$ cat src/rtl/cafeteira_pkg.sv
// Shared constants for the coffee machine control unit.
// Holds the state encoding (also shown on db_estado) and the error codes
// reported on cod_erro, so the datapath and the display decoder agree with the UC.
package cafeteira_pkg;

    typedef enum logic [4:0] {
        StInicial        = 5'd0,
        StPrepara        = 5'd1,
        StEsperaModo     = 5'd3,
        StPrepAgua       = 5'd4,
        StAtivaAgua      = 5'd5,
        StEsperaAgua     = 5'd6,
        StErro           = 5'd7,
        StPrepXicara     = 5'd8,
        StAtivaXicara    = 5'd9,
        StEsperaXicara   = 5'd10,
        StAtivaBomba     = 5'd12,
        StEsperaBomba    = 5'd13,
        StAtivaEbulidor  = 5'd14,
        StAtivaValvula   = 5'd16,
        StFim            = 5'd17,
        StEsperaEbulidor = 5'd18,
        StEsperaValvula  = 5'd19,
        StProximaDose    = 5'd20
    } estado_t;

    localparam logic [3:0] ErrNenhum          = 4'd0;
    localparam logic [3:0] ErrSemAgua         = 4'd1;
    localparam logic [3:0] ErrSemXicara       = 4'd2;
    localparam logic [3:0] ErrTimeoutAgua     = 4'd3;
    localparam logic [3:0] ErrTimeoutXicara   = 4'd4;
    localparam logic [3:0] ErrTimeoutBomba    = 4'd5;
    localparam logic [3:0] ErrTimeoutEbulidor = 4'd6;
    localparam logic [3:0] ErrTimeoutValvula  = 4'd7;
    localparam logic [3:0] ErrDosesInvalidas  = 4'd8;
    localparam logic [3:0] ErrCancelado       = 4'd9;

endpackage

$ cat src/rtl/cafeteira_watchdog.sv
// Watchdog counter for the coffee machine control unit.
// Ports:
//   clock, reset : rising-edge clock, synchronous active-high reset
//   zera         : clear the count
//   conta        : advance the count by one this cycle
//   limite       : terminal count (timeout length minus one)
//   expirou      : count has reached limite
module cafeteira_watchdog #(
    parameter int unsigned CNT_W = 16
) (
    input  logic             clock,
    input  logic             reset,
    input  logic             zera,
    input  logic             conta,
    input  logic [CNT_W-1:0] limite,
    output logic             expirou
);

    logic [CNT_W-1:0] r_cnt;

    always_ff @(posedge clock) begin
        if (reset || zera) begin
            r_cnt <= '0;
        end else if (conta) begin
            r_cnt <= r_cnt + CNT_W'(1);
        end
    end

    assign expirou = (r_cnt == limite);

endmodule

$ cat src/rtl/cafeteira_seq_uc.sv
// Multi-dose control unit for the coffee machine.
// Brews `doses` cups back to back; each dose runs water check, cup check,
// pump, boiler and valve. Owns the stage watchdogs, bounded sensor retries,
// cancel handling and a latched error code.
// Ports:
//   clock, reset              : rising-edge clock, synchronous active-high reset
//   preparar, cancelar        : start / abort requests
//   pronto_serial, doses      : dose count word from the serial front end
//   pronto_sensor_*, results  : sensor handshakes
//   fim_*                     : actuator stage completion
//   zera_*, medir_agua, verifica_xicara, liga_* : datapath commands (Moore)
//   pronto, erro, cod_erro    : completion pulse, error flag, latched cause
//   doses_restantes, db_estado: remaining doses, current state encoding
module cafeteira_seq_uc
    import cafeteira_pkg::*;
#(
    parameter int unsigned DOSE_W         = 3,
    parameter int unsigned MAX_TENTATIVAS = 3,
    parameter int unsigned T_SENSOR       = 50000,
    parameter int unsigned T_BOMBA        = 500000,
    parameter int unsigned T_EBULIDOR     = 5000000,
    parameter int unsigned T_VALVULA      = 500000
) (
    input  logic              clock,
    input  logic              reset,
    input  logic              preparar,
    input  logic              cancelar,
    input  logic              pronto_serial,
    input  logic [DOSE_W-1:0] doses,
    input  logic              pronto_sensor_agua,
    input  logic              suficiente,
    input  logic              pronto_sensor_xicara,
    input  logic              tem_xicara,
    input  logic              fim_bomba,
    input  logic              fim_ebulidor,
    input  logic              fim_valvula,
    output logic              zera_sensor_agua,
    output logic              zera_sensor_xicara,
    output logic              zera_bomba,
    output logic              zera_ebulidor,
    output logic              zera_valvula,
    output logic              zera_serial,
    output logic              medir_agua,
    output logic              verifica_xicara,
    output logic              liga_bomba,
    output logic              liga_ebulidor,
    output logic              liga_valvula,
    output logic              pronto,
    output logic              erro,
    output logic [3:0]        cod_erro,
    output logic [DOSE_W-1:0] doses_restantes,
    output logic [4:0]        db_estado
);

    localparam int unsigned T_AB  = (T_SENSOR > T_BOMBA) ? T_SENSOR : T_BOMBA;
    localparam int unsigned T_CD  = (T_EBULIDOR > T_VALVULA) ? T_EBULIDOR : T_VALVULA;
    localparam int unsigned T_MAX = (T_AB > T_CD) ? T_AB : T_CD;
    localparam int unsigned CNT_W = (T_MAX > 1) ? $clog2(T_MAX) : 1;
    localparam int unsigned RET_W = (MAX_TENTATIVAS > 0) ? $clog2(MAX_TENTATIVAS + 1) : 1;

    estado_t           r_estado, w_estado_prox;
    logic [RET_W-1:0]  r_tentativas, w_tentativas_prox;
    logic [3:0]        r_cod_erro, w_cod_erro_prox;
    logic [DOSE_W-1:0] r_doses, w_doses_prox;

    logic             w_wd_zera, w_wd_conta, w_expirou;
    logic [CNT_W-1:0] w_wd_limite;
    logic             w_pode_tentar;

    cafeteira_watchdog #(
        .CNT_W (CNT_W)
    ) u_watchdog (
        .clock   (clock),
        .reset   (reset),
        .zera    (w_wd_zera),
        .conta   (w_wd_conta),
        .limite  (w_wd_limite),
        .expirou (w_expirou)
    );

    always_ff @(posedge clock) begin
        if (reset) begin
            r_estado     <= StInicial;
            r_tentativas <= '0;
            r_cod_erro   <= ErrNenhum;
            r_doses      <= '0;
        end else begin
            r_estado     <= w_estado_prox;
            r_tentativas <= w_tentativas_prox;
            r_cod_erro   <= w_cod_erro_prox;
            r_doses      <= w_doses_prox;
        end
    end

    assign w_pode_tentar = (r_tentativas < RET_W'(MAX_TENTATIVAS));

    always_comb begin
        w_estado_prox     = r_estado;
        w_tentativas_prox = r_tentativas;
        w_cod_erro_prox   = r_cod_erro;
        w_doses_prox      = r_doses;

        case (r_estado)
            StInicial: if (preparar) w_estado_prox = StPrepara;
            StPrepara: w_estado_prox = StEsperaModo;
            StEsperaModo: begin
                if (pronto_serial) begin
                    w_doses_prox = doses;
                    if (doses == '0) begin
                        w_estado_prox   = StErro;
                        w_cod_erro_prox = ErrDosesInvalidas;
                    end else begin
                        w_estado_prox = StPrepAgua;
                    end
                end
            end
            StPrepAgua:  w_estado_prox = StAtivaAgua;
            StAtivaAgua: w_estado_prox = StEsperaAgua;
            StEsperaAgua: begin
                // A reply in the expiry cycle still counts.
                if (pronto_sensor_agua) begin
                    if (suficiente) begin
                        w_estado_prox     = StPrepXicara;
                        w_tentativas_prox = '0;
                    end else begin
                        w_estado_prox   = StErro;
                        w_cod_erro_prox = ErrSemAgua;
                    end
                end else if (w_expirou) begin
                    if (w_pode_tentar) begin
                        w_estado_prox     = StPrepAgua;
                        w_tentativas_prox = r_tentativas + RET_W'(1);
                    end else begin
                        w_estado_prox   = StErro;
                        w_cod_erro_prox = ErrTimeoutAgua;
                    end
                end
            end
            StPrepXicara:  w_estado_prox = StAtivaXicara;
            StAtivaXicara: w_estado_prox = StEsperaXicara;
            StEsperaXicara: begin
                if (pronto_sensor_xicara) begin
                    if (tem_xicara) begin
                        w_estado_prox     = StAtivaBomba;
                        w_tentativas_prox = '0;
                    end else begin
                        w_estado_prox   = StErro;
                        w_cod_erro_prox = ErrSemXicara;
                    end
                end else if (w_expirou) begin
                    if (w_pode_tentar) begin
                        w_estado_prox     = StPrepXicara;
                        w_tentativas_prox = r_tentativas + RET_W'(1);
                    end else begin
                        w_estado_prox   = StErro;
                        w_cod_erro_prox = ErrTimeoutXicara;
                    end
                end
            end
            StAtivaBomba: w_estado_prox = StEsperaBomba;
            StEsperaBomba: begin
                if (fim_bomba) begin
                    w_estado_prox = StAtivaEbulidor;
                end else if (w_expirou) begin
                    w_estado_prox   = StErro;
                    w_cod_erro_prox = ErrTimeoutBomba;
                end
            end
            StAtivaEbulidor: w_estado_prox = StEsperaEbulidor;
            StEsperaEbulidor: begin
                if (fim_ebulidor) begin
                    w_estado_prox = StAtivaValvula;
                end else if (w_expirou) begin
                    w_estado_prox   = StErro;
                    w_cod_erro_prox = ErrTimeoutEbulidor;
                end
            end
            StAtivaValvula: w_estado_prox = StEsperaValvula;
            StEsperaValvula: begin
                if (fim_valvula) begin
                    w_estado_prox = StProximaDose;
                end else if (w_expirou) begin
                    w_estado_prox   = StErro;
                    w_cod_erro_prox = ErrTimeoutValvula;
                end
            end
            StProximaDose: begin
                w_doses_prox  = r_doses - DOSE_W'(1);
                w_estado_prox = (r_doses == DOSE_W'(1)) ? StFim : StPrepAgua;
            end
            StFim:  w_estado_prox = StInicial;
            StErro: if (preparar) w_estado_prox = StPrepara;
            default: w_estado_prox = StInicial;
        endcase

        // Clearing on the edge into PREPARA means a restart from ERRO shows code 0 at once.
        if (w_estado_prox == StPrepara) begin
            w_tentativas_prox = '0;
            w_cod_erro_prox   = ErrNenhum;
        end

        // Cancel overrides everything decided above, including register updates.
        if (cancelar && (r_estado != StInicial) && (r_estado != StErro)) begin
            w_estado_prox     = StErro;
            w_cod_erro_prox   = ErrCancelado;
            w_tentativas_prox = r_tentativas;
            w_doses_prox      = r_doses;
        end
    end

    always_comb begin
        zera_sensor_agua   = 1'b0;
        zera_sensor_xicara = 1'b0;
        zera_bomba         = 1'b0;
        zera_ebulidor      = 1'b0;
        zera_valvula       = 1'b0;
        zera_serial        = 1'b0;
        medir_agua         = 1'b0;
        verifica_xicara    = 1'b0;
        liga_bomba         = 1'b0;
        liga_ebulidor      = 1'b0;
        liga_valvula       = 1'b0;
        pronto             = 1'b0;
        erro               = 1'b0;
        w_wd_zera          = 1'b0;
        w_wd_conta         = 1'b0;
        w_wd_limite        = CNT_W'(T_SENSOR - 1);

        case (r_estado)
            StPrepara: begin
                zera_sensor_agua   = 1'b1;
                zera_sensor_xicara = 1'b1;
                zera_bomba         = 1'b1;
                zera_ebulidor      = 1'b1;
                zera_valvula       = 1'b1;
                zera_serial        = 1'b1;
            end
            StPrepAgua: begin
                zera_sensor_agua = 1'b1;
                w_wd_zera        = 1'b1;
            end
            StAtivaAgua: begin
                medir_agua = 1'b1;
                w_wd_zera  = 1'b1;
            end
            StEsperaAgua: w_wd_conta = 1'b1;
            StPrepXicara: begin
                zera_sensor_xicara = 1'b1;
                w_wd_zera          = 1'b1;
            end
            StAtivaXicara: begin
                verifica_xicara = 1'b1;
                w_wd_zera       = 1'b1;
            end
            StEsperaXicara: w_wd_conta = 1'b1;
            StAtivaBomba: begin
                liga_bomba = 1'b1;
                w_wd_zera  = 1'b1;
            end
            StEsperaBomba: begin
                w_wd_conta  = 1'b1;
                w_wd_limite = CNT_W'(T_BOMBA - 1);
            end
            StAtivaEbulidor: begin
                liga_ebulidor = 1'b1;
                w_wd_zera     = 1'b1;
            end
            StEsperaEbulidor: begin
                w_wd_conta  = 1'b1;
                w_wd_limite = CNT_W'(T_EBULIDOR - 1);
            end
            StAtivaValvula: begin
                liga_valvula = 1'b1;
                w_wd_zera    = 1'b1;
            end
            StEsperaValvula: begin
                w_wd_conta  = 1'b1;
                w_wd_limite = CNT_W'(T_VALVULA - 1);
            end
            StFim:  pronto = 1'b1;
            StErro: erro   = 1'b1;
            default: ;
        endcase
    end

    assign cod_erro        = r_cod_erro;
    assign doses_restantes = r_doses;
    assign db_estado       = r_estado;

endmodule

$ cat config.mk
export PLATFORM = sky130hd
export DESIGN_NAME = cafeteira_seq_uc
export DESIGN_NICKNAME = d
export VERILOG_FILES = /design/src/rtl/cafeteira_pkg.sv /design/src/rtl/cafeteira_watchdog.sv /design/src/rtl/cafeteira_seq_uc.sv
export SDC_FILE = /design/constraint.sdc
export NUM_CORES = 1
export LEC_CHECK = 0
export ABC_AREA = 0
export BUFFER_PORTS_ARGS = -buffer_cell sky130_fd_sc_hd__buf_2
export CAP_MARGIN = 0
export CELL_PAD_IN_SITES_DETAIL_PLACEMENT = 1
export CELL_PAD_IN_SITES_GLOBAL_PLACEMENT = 1
export CORE_MARGIN = 1.5
export CORE_UTILIZATION = 45
export CTS_CLUSTER_DIAMETER = 50
export DETAILED_ROUTE_END_ITERATION = 10
export PLACE_DENSITY_LB_ADDON = 0.25
export SLEW_MARGIN = 20
export SYNTH_ARGS = -nofsm -noshare
export SYNTH_HDL_FRONTEND = slang
export SYNTH_SLANG_ARGS = --single-unit
$ cat constraint.sdc
create_clock -name clock -period 6.18 [get_ports clock]
set_input_delay 0.618 -clock clock [delete_from_list [all_inputs] [get_ports clock]]
set_output_delay 0.618 -clock clock [all_outputs]
set_load 0.05 [all_outputs]
==> metrics, run 1 <==
outcome=complete, no violations; IO Pins=40; met1 wire length=3388 um; Compound-Gate Fraction of Synth Area=17.98%; CP top delay family=simple AND/OR/NAND/NOR gates; drt initial violations=151; clock slew at reported path FFs=0.08 ns; dpl hpwl=5742 um; DRC errors left=0; maximum clock insertion buffer count=2; met2 WL=3836 um; Nets=393; proportion of layout cells with a drive suffix above 1=17.55%; Slew Viols, Final=0; Slew @ Worst Pin=0.8774 ns; pre-CTS WS=3.146 ns; Hold Path Class=reg2reg; Cell Area, Synth=2596 um^2; clk_lat worst skew=0.28 ns; core area=5540 um^2; multi-input logic area=1713 um^2; P&R area growth vs syn=11.42%; hold-fix buffers at CTS=0; DR top layer=met4; sequential area share after synthesis=28.53%; final hold viol count=0; layout filler cell count=741; final worst setup slack=3.090 ns; WL final=7605 um; cell leakage power=1.108 nW; num rows=27; period utilisation layout=49.99%; top_reg_cell synth=dfxtp_1; Die ar.=6234 um^2; vias in the first global route=2628; CP Cell Sequence=and4bb_2 > o21ai_1 > mux2_2 > or2_1 > or2_0 > a211oi_2 > and4_4 > o22ai_1; PwrDens=286.0 nW/um^2; total clock sinks=37; syn nets=366; Via density=5.862; Reg area=740.7 um^2; Hold Path Origin=cod_erro[3]$_SDFFE_PP0P_; leading cell type in the layout, fill and taps excluded=nor2_1; YS warnings=0; Worst Path Buf+Inv=0; largest net degree at the start of global routing=29; unrepaired setup endpoints after global routing=false; routed vias=2626; most frequent cells in the layout=nor2_1, buf_2, dfxtp_1, nand2_1, a21oi_1; Initial Util=46.86%; Critical Path Max Stage Delay=0.88 ns; proportion of synthesized area in mux cells=2.747%; WP data arrival=3.25 ns; final RePlAce weighted congestion=0.9185; setup tns final=0 ns; main combinational cell family by area after synthesis=simple AND/OR/NAND/NOR gates; RR Startpoint=db_estado[3]$_SDFF_PP0_; clock root cell=clkbuf_8; Total GRT Usage=25.75%; max_cap viols=0; Post-synth ARST share=0%; CTS Buf Count=5; fmax=323.7 MHz; DR pass1 iterations=4; htree depth=2; port bufs=39; die span in y=78.96 um; Routed Antenna Nets=0; Die Wd=78.96 um; FF+latch count, synth=37; CP startpoint=db_estado[3]$_SDFF_PP0_; adder-cell area share of the yosys netlist=1.446%; first-pass GRT wire length=12680 um; Synth cell types=62; kind of start point of the critical path=flip-flop; initial antenna violation count=0; required time worst endpoint=6.34 ns; XOR/XNOR share of the synthesized area=6.410%; simple-gate share of the synthesized area=37.40%; post-CTS sizing=0; Mean Syn Cell Area=7.460 um^2; drt wl/cell=16.98 um; Post-Synthesis Cells=348; Remaining Overflow, GRT=0; Clock Skew=0.01154 ns; crit path kind=reg2reg; postcts setup bufs=0; number of diodes=0; number of synthesized flops with an enable pin=0; min cycle time layout=3.090 ns; WL met3=200 um; maximum vdd drop=0.0001881 V; Crit. End Element=flip-flop; CTS tree=done; relative slew slack=41.43%; critical path's slowest cell=dfxtp_1; CP Max Fanout=28; # setup viols final=0
[Yosys cell counts (4+ instances only)]
cell type / n / share of area, %
dfxtp_1: 37 / 29
nand3b_1: 5 / 1.4
nand2_1: 28 / 4.0
or3_1: 9 / 2.2
mux2i_1: 6 / 2.3
nor4_1: 4 / 0.96
xnor2_1: 5 / 1.7
nand4_1: 5 / 1.2
xor2_1: 14 / 4.7
a21oi_1: 21 / 4.0
nor3_1: 15 / 2.9
and3_1: 7 / 1.7
and2_1: 7 / 1.7
nor2_1: 53 / 7.7
nand2b_1: 8 / 1.9
or2_2: 5 / 1.2
nand3_1: 10 / 1.9
o21ai_0: 19 / 3.7
a31oi_1: 7 / 1.7
clkbuf_1: 10 / 1.4
inv_1: 8 / 1.2
[cell type report]
type	count	share of cell area (%)
Timing Repair Buffer	40	7.007
Tap cell	72	3.114
Clock inverter	1	1.038
Clock buffer	7	2.984
Inverter	8	1.038
Multi-Input combinational cell	283	59.21
Sequential cell	37	25.61
[registers in the layout, indices dropped and copies added (netlist names)]
name              cells
cod_erro              4
r_tentativas          2
db_estado             5
doses_restantes       3
u_watchdog.r_cnt     23
[report_power, final]
part | switching, mW | internal (mW) | total [mW]
clock network | 0.0828 | 0.132 | 0.214
registers | 0.0447 | 0.251 | 0.295
logic | 0.225 | 0.0927 | 0.317
total | 0.352 | 0.475 | 0.827
[logic make-up (layout without fill, tap and decap cells)]
kind of cell	Yosys count	after routing
AOI/OAI and AO/OA	74	74
xor gates and xnor gates	19	19
adders and majority gates	3	3
buffers and inverters	28	56
DFF	37	37
muxes	7	7
and+or+nand+nor	180	180
[final timing paths]
| kind | slack, ns | depth (start not counted) | endpoint |
|---|---|---|---|
| setup reg to reg | 3.09 | 8 | cod_erro[3]$_SDFFE_PP0P_ |
| setup / recovery | 3.09 | 8 | cod_erro[3]$_SDFFE_PP0P_ |
| hold reg to reg | 0.51 | 2 | cod_erro[3]$_SDFFE_PP0P_ |
| hold / removal | 0.51 | 2 | cod_erro[3]$_SDFFE_PP0P_ |
[layer usage]
metal	track usage (%)	vias up
li1	-	1294
met1	31.26	1263
met2	47.16	55
met3	2.874	14
met4	8.421	0
met5	0	-
[metrics by stage]
stage	hold WS (ns)	utilization, %	power (mW)	instance area [um^2]	instances
5_1_grt	0.5254	52.21	0.8695	2893	448
3_3_place_gp	0.4863	50.11	0.6108	2776	440
6_report	0.5084	52.21	0.8273	2893	448
2_1_floorplan	0.4716	-	0.5504	2596	348
4_1_cts	0.5086	52.21	0.8317	2893	448
3_5_place_dp	0.4943	50.11	0.6139	2776	440
[tightest hold or removal path, cell delays in order (launching register included)]
cell      delay (ns)
dfxtp_1         0.32
nand3b_1        0.08
o22ai_1         0.07
No activity file was read; power rests on OpenSTA's default activity.
==> run 2: changes to the inputs <==
- CORE_UTILIZATION: 45 -> 37
- clock period: 6.18 -> 2.7 ns (I/O delays scaled with it)
==> run 2 against run 1 <==
  * Utilization fell by 6.6 points
  * Worst setup slack got worse by 3.0 ns
  * Via count rose by 2.7%
  * Critical endpoint unchanged
  * Total power rose by 140%
  * Wire length rose by 7.5%
  * Global-route usage fell by 3.1 points
  * Final cell count rose by 9.2%
  * Critical path depth rose by 1
  * Sequential share of layout area fell by 1.4 points
==> metrics, run 2 (synthesis gave the netlist of run 1 again) <==
PwrDens=642.9 nW/um^2 (+120%); period utilisation layout=95.36% (+45 points); Remaining Overflow, GRT=0 (unchanged); relative slew slack=71.84% (+30 points); WL final=8177 um (+7.5%); Finished Layout Cells=489 (+9.2%); clk_lat worst skew=0.29 ns (about the same); final hold viol count=0 (unchanged); Hold Path Class=in2reg; required time worst endpoint=2.86 ns (-3.48 ns); vias in the first global route=2644 (+0.61%); num rows=30 (+11%); routed vias=2696 (+2.7%); layout filler cell count=869 (+17%); most flop-heavy register=u_watchdog.r_cnt; number of diodes=0 (unchanged); Die ar.=7528 um^2 (+21%); Initial Util=38.21% (-8.6 points); switching part of the total=42.70% (+0.12 points); core area=6794 um^2 (+23%); dpl hpwl=6383 um (+11%); CTS Buf Count=5 (unchanged); clock slew at reported path FFs=0.08 ns (about the same); kind of start point of the critical path=flip-flop; max_cap viols=0 (unchanged); DR top layer=met4; total clock sinks=37 (unchanged); met2 WL=4021 um (+4.8%); max reg flops=23 (unchanged); fmax=388.4 MHz (+20%); hold-fix buffers at CTS=0 (unchanged); clock root cell=clkbuf_8; port bufs=39 (unchanged); postcts setup bufs=0 (unchanged); Via density=5.513 (-5.9%); outcome=complete, no violations; unrepaired setup endpoints after global routing=false; dpl cells=481 (+9.3%); Clock Skew=0.006375 ns (-0.005168 ns); drt initial violations=194 (+28%); Slew Viols, Final=0 (unchanged); Hold Worst Slack=0.2544 ns (-0.2540 ns); post-CTS sizing=0 (unchanged); first-pass GRT wire length=13320 um (+5.1%); maximum clock insertion buffer count=2 (unchanged); Nets=410 (+4.3%); combinational share of power=42.9% (+4.5 points); Slew @ Worst Pin=0.4225 ns (-0.4549 ns); CTS tree=done; met1 wire length=3627 um (+7.1%); clock power share=25.5% (-0.4 points); DRC errors left=0 (unchanged); P_int=1.142 mW (+140%); final RePlAce weighted congestion=0.9341 (+1.7%); IO Pins=40 (unchanged); die span in y=86.77 um (+9.9%); proportion of layout cells with a drive suffix above 1=24.17% (+6.6 points); Routed Antenna Nets=0 (unchanged); # setup viols final=0 (unchanged); WP data arrival=2.74 ns (-0.51 ns); crit path kind=reg2reg; NetSw=851.0 uW (+140%); initial antenna violation count=0 (unchanged); htree depth=2 (unchanged); maximum vdd drop=0.0003133 V (+67%); Crit. End Element=flip-flop; largest net degree at the start of global routing=24 (-17%); pre-CTS WS=0.07380 ns (-3.072 ns); leading cell type in the layout, fill and taps excluded=nor2_1; CP Max Fanout=6 (-79%); min cycle time layout=2.575 ns (-0.5148 ns); Placed Area=2955 um^2 (+6.4%); Total GRT Usage=22.60% (-3.1 points); fin area=3100 um^2 (+7.2%); Seq pwr share=31.6% (-4.1 points); drt wl/cell=16.72 um (-1.5%); Die Wd=86.77 um (+9.9%); cell leakage power=1.201 nW (+8.4%); final worst setup slack=0.1251 ns (-2.965 ns); most frequent cells in the layout=nor2_1, buf_2, dfxtp_1, nand2_1, a21oi_1; P&R area growth vs syn=19.42%; WL met3=331 um (+66%); DR pass1 iterations=6 (+2)
==> run 2: cell types whose count changed in the layout (fill, tap and decap cells not counted), sizes merged <==
cell / delta
buf: +17
clkinvlp: +1
clkbuf: -1
==> run 2: final timing paths <==
path	startpoint	end	slack, ns	cells after the start
setup / recovery	db_estado[2]$_SDFF_PP0_	cod_erro[3]$_SDFFE_PP0P_	0.13	9
hold / removal	doses[0]	doses_restantes[0]$_SDFFE_PP0P_	0.25	3
setup reg to reg	db_estado[2]$_SDFF_PP0_	cod_erro[3]$_SDFFE_PP0P_	0.13	9
hold reg to reg	cod_erro[3]$_SDFFE_PP0P_	cod_erro[3]$_SDFFE_PP0P_	0.50	2
==> run 2: layout make-up <==
type	count	area, um^2	area share (%)
clock inverter	2	37.54	1.211
clock buffer	6	82.58	2.663
multi-input combinational	283	1747	56.34
tap	96	120.1	3.874
sequential	37	749.5	24.17
timing repair buffer	57	334.1	10.77
inverter	8	30.03	0.9685
==> run 2: through the flow <==
stage                     total power [mW]  TNS [ns]  utilization (%)
final                                1.993         0            45.64
after global routing                 2.104         0            45.64
after floorplan                      1.271   -0.7114                -
after global placement               1.473         0            43.50
after detailed placement             1.478         0            43.50
after CTS                            1.995         0            45.27
==> run 2: routing by layer <==
layer,track usage [%],vias to the layer above
met3,2.952,17
met1,28.44,1278
met4,6.891,0
li1,-,1324
met5,0,-
met2,40.06,77
==> run 2: power by group through the flow <==
stage	logic, mW	clock network (mW)	registers (mW)
floorplan	0.576	0	0.695
global placement	0.836	0	0.637
detailed placement	0.840	0	0.638
CTS	0.847	0.524	0.625
global route	0.912	0.554	0.638
finish	0.856	0.508	0.630
==> run 2: critical path, stage by stage (launching register included) <==
cell and delay, ns:
dfxtp_2 0.36, buf_4 0.16, or2_1 0.31, nor3_2 0.25
o2111ai_2 0.20, or3_4 0.42, o21ai_0 0.17, and3_1 0.20
and4_4 0.28, o22ai_1 0.09
